File: src/rtl/mc_sequencer.sv
// mc_sequencer: multicycle FETCH/DECODE/EXEC/MEM/WB control for the MIPS core.
// Shares one Avalon-style bus (with waitrequest) between instruction fetch and
// load/store, and drives the PC, IR and register-file write enables.
// Optional feature macro: MC_SEQ_BUS_TIMEOUT_EN (bounded waitrequest stall, sets bus_error).
module mc_sequencer #(
  parameter logic [31:0] RESET_VECTOR = 32'hBFC00000,
  parameter int unsigned TIMEOUT      = 255
) (
  input  logic        clk,
  input  logic        reset,
  input  logic        clk_enable,
  input  logic [31:0] pc,
  input  logic [31:0] next_pc,
  input  logic [31:0] data_addr,
  input  logic [3:0]  data_be,
  input  logic [31:0] store_data,
  input  logic        is_load,
  input  logic        is_store,
  input  logic        writes_reg,
  output logic [31:0] address,
  output logic        read,
  output logic        write,
  output logic [3:0]  byteenable,
  output logic [31:0] writedata,
  input  logic [31:0] readdata,
  input  logic        waitrequest,
  output logic        ir_we,
  output logic        pc_we,
  output logic        rf_we,
  output logic [31:0] load_data,
  output logic [31:0] pc_reset_val,
  output logic        active,
  output logic        bus_error
);

  typedef enum logic [2:0] {
    ST_RST,
    ST_FETCH,
    ST_DECODE,
    ST_EXEC,
    ST_MEM,
    ST_WB,
    ST_HALT
  } state_t;

  state_t      state;
  state_t      state_nx;
  logic [31:0] addr_q;
  logic [3:0]  be_q;
  logic [31:0] wdata_q;
  logic        mem_op;
  logic        mem_rd;
  logic        mem_wr;
  logic        timeout_hit;

  // Both is_load and is_store high is an illegal decode and is handled as a load.
  assign mem_op = is_load | is_store;
  assign mem_rd = is_load;
  assign mem_wr = is_store & ~is_load;

  assign pc_reset_val = RESET_VECTOR;

`ifdef MC_SEQ_BUS_TIMEOUT_EN
  localparam int unsigned CW = ($clog2(TIMEOUT + 1) > 8) ? $clog2(TIMEOUT + 1) : 8;

  logic [CW-1:0] stall_cnt;
  logic          stalled;
  logic          bus_err_q;

  assign stalled     = waitrequest & ((state == ST_FETCH) | (state == ST_MEM));
  // Fires on the TIMEOUT-th consecutive stalled cycle so HALT follows at that edge.
  assign timeout_hit = stalled & (stall_cnt == CW'(TIMEOUT - 1));
  assign bus_error   = bus_err_q;

  // Consecutive-stall counter and sticky timeout flag.
  always_ff @(posedge clk or negedge reset) begin
    if (!reset) begin
      stall_cnt <= '0;
      bus_err_q <= 1'b0;
    end else if (clk_enable) begin
      stall_cnt <= (stalled && !timeout_hit) ? stall_cnt + 1'b1 : '0;
      if (timeout_hit) bus_err_q <= 1'b1;
    end
  end
`else
  logic unused_timeout;

  assign timeout_hit    = 1'b0;
  assign bus_error      = 1'b0;
  assign unused_timeout = (TIMEOUT == 0);
`endif

  // State register; async reset returns to RST so bus strobes drop immediately.
  always_ff @(posedge clk or negedge reset) begin
    if (!reset) state <= ST_RST;
    else if (clk_enable) state <= state_nx;
  end

  // Capture the load/store operands in EXEC so MEM drives stable bus values.
  always_ff @(posedge clk or negedge reset) begin
    if (!reset) begin
      addr_q  <= '0;
      be_q    <= '0;
      wdata_q <= '0;
    end else if (clk_enable && state == ST_EXEC && mem_op) begin
      addr_q  <= data_addr;
      be_q    <= data_be;
      wdata_q <= store_data;
    end
  end

  // Capture the load word on the completing MEM cycle.
  always_ff @(posedge clk or negedge reset) begin
    if (!reset) load_data <= '0;
    else if (clk_enable && state == ST_MEM && mem_rd && !waitrequest) load_data <= readdata;
  end

  // Next-state and output decode from the registered state and live inputs.
  always_comb begin
    state_nx   = state;
    address    = '0;
    read       = 1'b0;
    write      = 1'b0;
    byteenable = '0;
    writedata  = '0;
    ir_we      = 1'b0;
    pc_we      = 1'b0;
    rf_we      = 1'b0;
    active     = (state != ST_RST) && (state != ST_HALT);

    case (state)
      ST_RST: state_nx = ST_FETCH;
      ST_FETCH: begin
        read       = 1'b1;
        address    = pc;
        byteenable = 4'hF;
        if (!waitrequest) begin
          ir_we    = 1'b1;
          state_nx = ST_DECODE;
        end
      end
      ST_DECODE: state_nx = ST_EXEC;
      ST_EXEC: begin
        if (mem_op) begin
          state_nx = ST_MEM;
        end else begin
          rf_we    = writes_reg;
          pc_we    = 1'b1;
          state_nx = (next_pc == '0) ? ST_HALT : ST_FETCH;
        end
      end
      ST_MEM: begin
        address    = addr_q;
        byteenable = be_q;
        read       = mem_rd;
        write      = mem_wr;
        if (mem_wr) writedata = wdata_q;
        if (!waitrequest) begin
          if (mem_rd) begin
            state_nx = ST_WB;
          end else begin
            pc_we    = 1'b1;
            state_nx = (next_pc == '0) ? ST_HALT : ST_FETCH;
          end
        end
      end
      ST_WB: begin
        rf_we    = 1'b1;
        pc_we    = 1'b1;
        state_nx = (next_pc == '0) ? ST_HALT : ST_FETCH;
      end
      ST_HALT: state_nx = ST_HALT;
      default: state_nx = ST_RST;
    endcase

    if (timeout_hit) state_nx = ST_HALT;

    if (!clk_enable) begin
      ir_we = 1'b0;
      pc_we = 1'b0;
      rf_we = 1'b0;
    end
  end

endmodule
File: config.mk
export PLATFORM = sky130hd
export DESIGN_NAME = mc_sequencer
export DESIGN_NICKNAME = d
export VERILOG_FILES = /design/src/rtl/mc_sequencer.sv
export SDC_FILE = /design/constraint.sdc
export NUM_CORES = 1
export LEC_CHECK = 0
export BUFFER_PORTS_ARGS = -buffer_cell sky130_fd_sc_hd__clkbuf_2
export CELL_PAD_IN_SITES_DETAIL_PLACEMENT = 1
export CELL_PAD_IN_SITES_GLOBAL_PLACEMENT = 2
export CORE_ASPECT_RATIO = 1.1
export CORE_MARGIN = 2
export CORE_UTILIZATION = 25
export CTS_CLUSTER_DIAMETER = 80
export DETAILED_ROUTE_END_ITERATION = 10
export PLACE_DENSITY_LB_ADDON = 0.1
export SLEW_MARGIN = 40
export SYNTH_ARGS = -nofsm -noshare
export SYNTH_HDL_FRONTEND = slang
export SYNTH_SLANG_ARGS = --single-unit
File: constraint.sdc
create_clock -name clk -period 2.4 [get_ports clk]
set_input_delay 0.12 -clock clk [delete_from_list [all_inputs] [get_ports clk]]
set_output_delay 0.12 -clock clk [all_outputs]
set_load 0.005 [all_outputs]
; Word level (Yosys, flattened, before mapping)
; Cells that the tools add are included.
; Widths: inputs -> output; s select.
[word_totals]
register_bits = 103
inputBits = 171
wordCells = 51
[op_classes]
n_eq_ne = 9
n_mux = 23
bitwise_logic = 3
reduce_logical = 11
[ops]
columns = operator, count
row1 = $mux 32, 2
row2 = $pmux 32 s2, 1
row3 = $logic_not 32->1, 1
row4 = $pmux 3 s7, 1
row5 = $mux 3, 5
row6 = $mux 1, 10
row7 = $eq 3x3->1 const B, 3
row8 = $pmux 4 s2, 1
row9 = $eq 3x2->1 const B, 2
row10 = $logic_and 1x1->1, 6
row11 = $ne 2x2->1 const B, 2
row12 = $pmux 1 s2, 2
row13 = $eq 3x1->1 const B, 1
row14 = $logic_not 3->1, 1
row15 = $ne 3x3->1 const B, 1
row16 = $pmux 1 s3, 1
row17 = $reduce_and 3->1, 1
row18 = $reduce_bool 3->1, 1
row19 = $and 1x1->1, 1
row20 = $logic_not 1->1, 1
row21 = $not 1->1, 1
row22 = $or 1x1->1, 1

; Depth between registers and ports, before layout
[depth]
word_depth = 5
mapped_depth = 6
mapped_depth_nobuf = 4

; Worst setup path after synthesis
; OpenSTA, ideal clock, no wires.
[synth_timing]
path_type = register -> register
startpoint = reg state[2]
endpoint = reg wdata_q[15]
setup_time_ps = 127
arrival_ps = 1540
required_ps = 2273
path_slack_ps = 732
path_stages_with_launch = 7
period_less_slack_ps = 1668
cell_sequence = dfrtp_1 -> buf_2 -> nand2b_4 -> nor3_4 -> buf_6 -> buf_6 -> mux2_1
[synth_between]
elab_chain_cells = 3
[synth_rtl]
columns = item, line
row1 = start: declaration, 46  ; state_t state;
row2 = start signal: assignment, 96  ; else if (clk_enable) state <= state_nx;
row3 = $eq 3x2->1, 105  ; end else if (clk_enable && state == ST_EXEC && mem_op) begin
row4 = $logic_and 1x1->1 (2 in a row), 105
row5 = end signal: assignment, 108  ; wdata_q <= store_data;
row6 = end: declaration, 50  ; logic [31:0] wdata_q;
; Every way passes these cells.
; A chain may end at the register's enable or synchronous reset.

; Worst setup path in the final report
[layout_timing]
startpoint = reg state[1]
endpoint = out address[28]
[layout_between]
elab_chain_cells = 2
elab_cells_between_ends = 3
classes_between = eq/ne (2) / mux (1)
[layout_rtl]
columns = item, line
row1 = $eq 3x3->1 / $eq 3x1->1 (equally long branches), 131  ; case (state)
row2 = $pmux 32 s2 *, 131
row3 = end: declaration, 20  ; output logic [31:0] address,
; Mark *: on every way between the ends. The rest lies on a longest branch, timed or not.

==> flow_metrics.py <==
metrics = {
    "global_route": {
        "antenna_found_initial": 0,
        "grt-ovfl-total": 0,
        "grt_max_degree": 50,
        "grt_pass1_wl_um": 25500,
        "grt_pass1_vias": 4762,
        "grtUsageTotal_pct": 15.2,
    },
    "clock_network": {
        "cts_root_buf": "clkbuf_16",
        "clockBufferDepth": 2,
        "cts.sinks": 103,
        "ctsResizeCount": 0,
        "cts_setup_buffers": 0,
        "tritoncts": "built",
        "cts_hold_buf": 77,
        "h-tree-depth": 3,
        "clock_latency_ns": 0.34,
        "cts_buffers": 9,
        "path_clk_slew_ns": 0.07,
    },
    "die": {
        "fp-row-count": 54,
        "die-area_mm2": 0.0210,
        "die_w_um": 138,
        "die_h_um": 152,
        "io_pins": 310,
        "core-area_mm2": 0.0197,
        "initial_core_util_pct": 25.3,
    },
    "routing": {
        "avgRoutedWirePerCell_um": 16.2,
        "viasPerCell": 4.36,
        "wl_um": 15900,
        "drcViolationCount": 0,
        "dr.pass1.iters": 4,
        "drt_iter0_markers": 134,
        "antenna_left": 0,
        "route.vias.total": 4277,
    },
    "timing": {
        "post-route-period-util_pct": 90.9,
        "setup_viol": 0,
        "fmax_ghz": 0.458,
        "hold_violations": 0,
        "slew_violations": 0,
        "grt_setup_unrepaired": "no",
        "maxSlewHeadroom_pct": 59.1,
        "worst_slew_pin_slew_ns": 0.612,
        "worst_slack_ns": 0.218,
        "final.setup.tns_ns": 0,
        "finClkSkew_ns": 0.00600,
        "period_needed_ns": 2.18,
    },
    "critical_path": {
        "cpPeakStageDelay_ns": 0.54,
        "slowest_stage": "dfrtp_1",
        "r2r_end": "load_data[8]",
        "path_max_fanout": 37,
        "worstPathCellList": "nand2b_4, nor2_4, buf_4, a22o_1, clkbuf_2",
        "critPathLaunch": "state[1]",
        "crit_path_end_kind": "output pin",
        "cp.required_ns": 2.28,
        "critPathKind": "register to output pin",
        "worst-endpoint-arrival_ns": 2.06,
        "reg2reg_slack_ns": 0.34,
        "r2r_cells": 4,
        "critPathLaunchType": "register",
        "reg2reg_from": "state[1]",
        "endpoint": "address[28]",
    },
    "synthesis": {
        "muxShareOfSynthArea_pct": 22.7,
        "synth_cell_types": 33,
        "synth_area_mm2": 0.00497,
        "synth_warnings": 0,
        "synth_edf_count": 0,
        "synthFlopType": "dfrtp_1",
        "synth_seq_area_share_pct": 51.8,
        "synth-simple-area-share_pct": 9.31,
        "synthAdderAreaFrac_pct": 0,
        "ys_ff_latch": 103,
        "synth-xor-area-share_pct": 0,
        "synth-async-reset-ratio_pct": 100,
        "synth_top_family_by_area": "multiplexers",
        "netlist_instances": 378,
        "syn_area_per_cell_um2": 13.2,
        "synth_compound_area_share_pct": 8.18,
    },
    "placement": {
        "post-place-ws_ns": 0.316,
        "port_buffers": 276,
        "gp_congestion": 0.781,
        "dp_hpwl_um": 12000,
    },
    "finish": {
        "drive_gt1_share_pct": 54.6,
        "syn_to_final_growth_pct": 51.7,
        "antenna_cells": 0,
        "final_nets": 895,
    },
    "power": {
        "power_frac_clock_pct": 19.3,
        "seqPwrFrac_pct": 42.6,
        "switching_share_pct": 32.3,
        "vdd_ir_drop_max_uv": 371,
        "leakagePower_nw": 3.87,
        "intPower_mw": 4.94,
        "report.power.total_mw": 7.29,
        "powerDensity_mw_per_mm2": 967,
        "p_comb_share_pct": 38.1,
        "p_sw_mw": 2.35,
    },
    "worst_hold_path": {
        "hold_class": "input pin to register",
        "hp-start": "store_data[1]",
    },
    "run": {
        "max_cap_viol_count": 0,
    },
    "run_status": {
        "outcome": "completed",
    },
}
==> cell usage in the layout (no fill, tap or decap), types with 2 or more instances in the layout <==
cell type,netlist,layout
a21oi_1,5,5
nand2b_1,2,2
clkinvlp_4,0,4
a221o_1,2,2
buf_12,0,2
nor2_1,4,4
nor2b_1,2,2
nand2_1,3,3
dlygate4sd3_1,0,77
clkbuf_2,0,275
inv_8,0,2
buf_4,38,7
o21ai_0,4,4
nand2b_4,2,2
nand4_1,2,2
a22o_1,32,32
clkbuf_16,0,9
mux2_1,10,10
mux2_2,90,90
and2_1,32,32
dfrtp_1,103,103
a21o_1,5,5
nor4_1,9,9
conb_1,2,33
==> metrics by stage <==
stage / hold slack [ns] / util (%) / std cells / instance area [um2]
global placement: 0.164 / 33.0 / 888 / 6490
detailed placement: 0.161 / 33.0 / 888 / 6490
CTS: 0.00110 / 38.4 / 981 / 7540
floorplan: -0.176 / - / 409 / 5090
finish: 0.0154 / 38.4 / 981 / 7540
global route: 0.00151 / 38.4 / 981 / 7540
==> cell usage after synthesis, types with 2 or more instances <==
| master | count | share of area [%] |
|---|---|---|
| dfrtp_1 | 103 | 52 |
| mux2_2 | 90 | 20 |
| buf_4 | 38 | 5.7 |
| a22o_1 | 32 | 5.6 |
| and2_1 | 32 | 4.0 |
| buf_2 | 15 | 1.5 |
| mux2_1 | 10 | 2.3 |
| nor4_1 | 9 | 1.1 |
| a21o_1 | 5 | 0.76 |
| a21oi_1 | 5 | 0.50 |
| nor2_1 | 4 | 0.30 |
| o21ai_0 | 4 | 0.40 |
| nand2_1 | 3 | 0.23 |
| a221o_1 | 2 | 0.40 |
| buf_6 | 2 | 0.45 |
| clkbuf_1 | 2 | 0.15 |
| conb_1 | 2 | 0.15 |
| nand2b_1 | 2 | 0.25 |
| nand2b_4 | 2 | 0.55 |
| nand4_1 | 2 | 0.25 |
| nor2b_1 | 2 | 0.25 |
==> how the worst min path moves through the flow <==
stage          cells after the start            end
2_1_floorplan                      0      addr_q[0]
3_3_place_gp                       1    wdata_q[10]
3_5_place_dp                       1     wdata_q[7]
4_1_cts                            2        be_q[2]
5_1_grt                            2  load_data[15]
6_report                           2     wdata_q[1]
==> sequential cells by signal, summed over array words and instances, names as in the netlist <==
signal,cells
load_data,32
addr_q,32
be_q,4
state,3
wdata_q,32
==> cells by family (layout without fill, tap and decap cells) <==
group / after synthesis / in the layout
buffers and inverters: 57 / 377
flip-flops: 103 / 103
AO/OA/AOI/OAI: 51 / 51
AND/OR/NAND/NOR: 65 / 65
multiplexers: 100 / 100
other: 2 / 33
==> final cells by class <==
class	instances	area [um2]
Fill cell	2223	12100
Sequential cell	103	2580
Timing Repair Buffer	361	2240
Multi-Input combinational cell	249	2130
Tap cell	252	315
Clock buffer	9	225
Clock inverter	7	57.6
==> power by group through the flow <==
stage | Clock (mW) | Sequential, mW | Combinational (mW)
final | 1.41 | 3.11 | 2.78
after global routing | 1.56 | 3.23 | 3.08
after CTS | 1.48 | 3.12 | 2.84
after global placement | 0 | 3.10 | 2.66
after detailed placement | 0 | 3.14 | 2.73
after floorplan | 0 | 2.94 | 1.72
==> per-layer routing <==
layer	up-vias	global-route usage [%]	routed length [um]
li1	1972	-	-
met1	2116	16.6	5910
met2	179	27.5	8350
met3	10	5.99	1450
met4	0	3.79	161
met5	-	0	0
==> worst max-delay path, delay by kind of cell (launching register included) <==
kind                   cells  cell delay, ns
buffers and inverters      2            0.54
AO/OA/AOI/OAI              1            0.25
flip-flops                 1            0.54
AND/OR/NAND/NOR            2            0.38
Note: power is estimated with default switching activity, not from simulation.
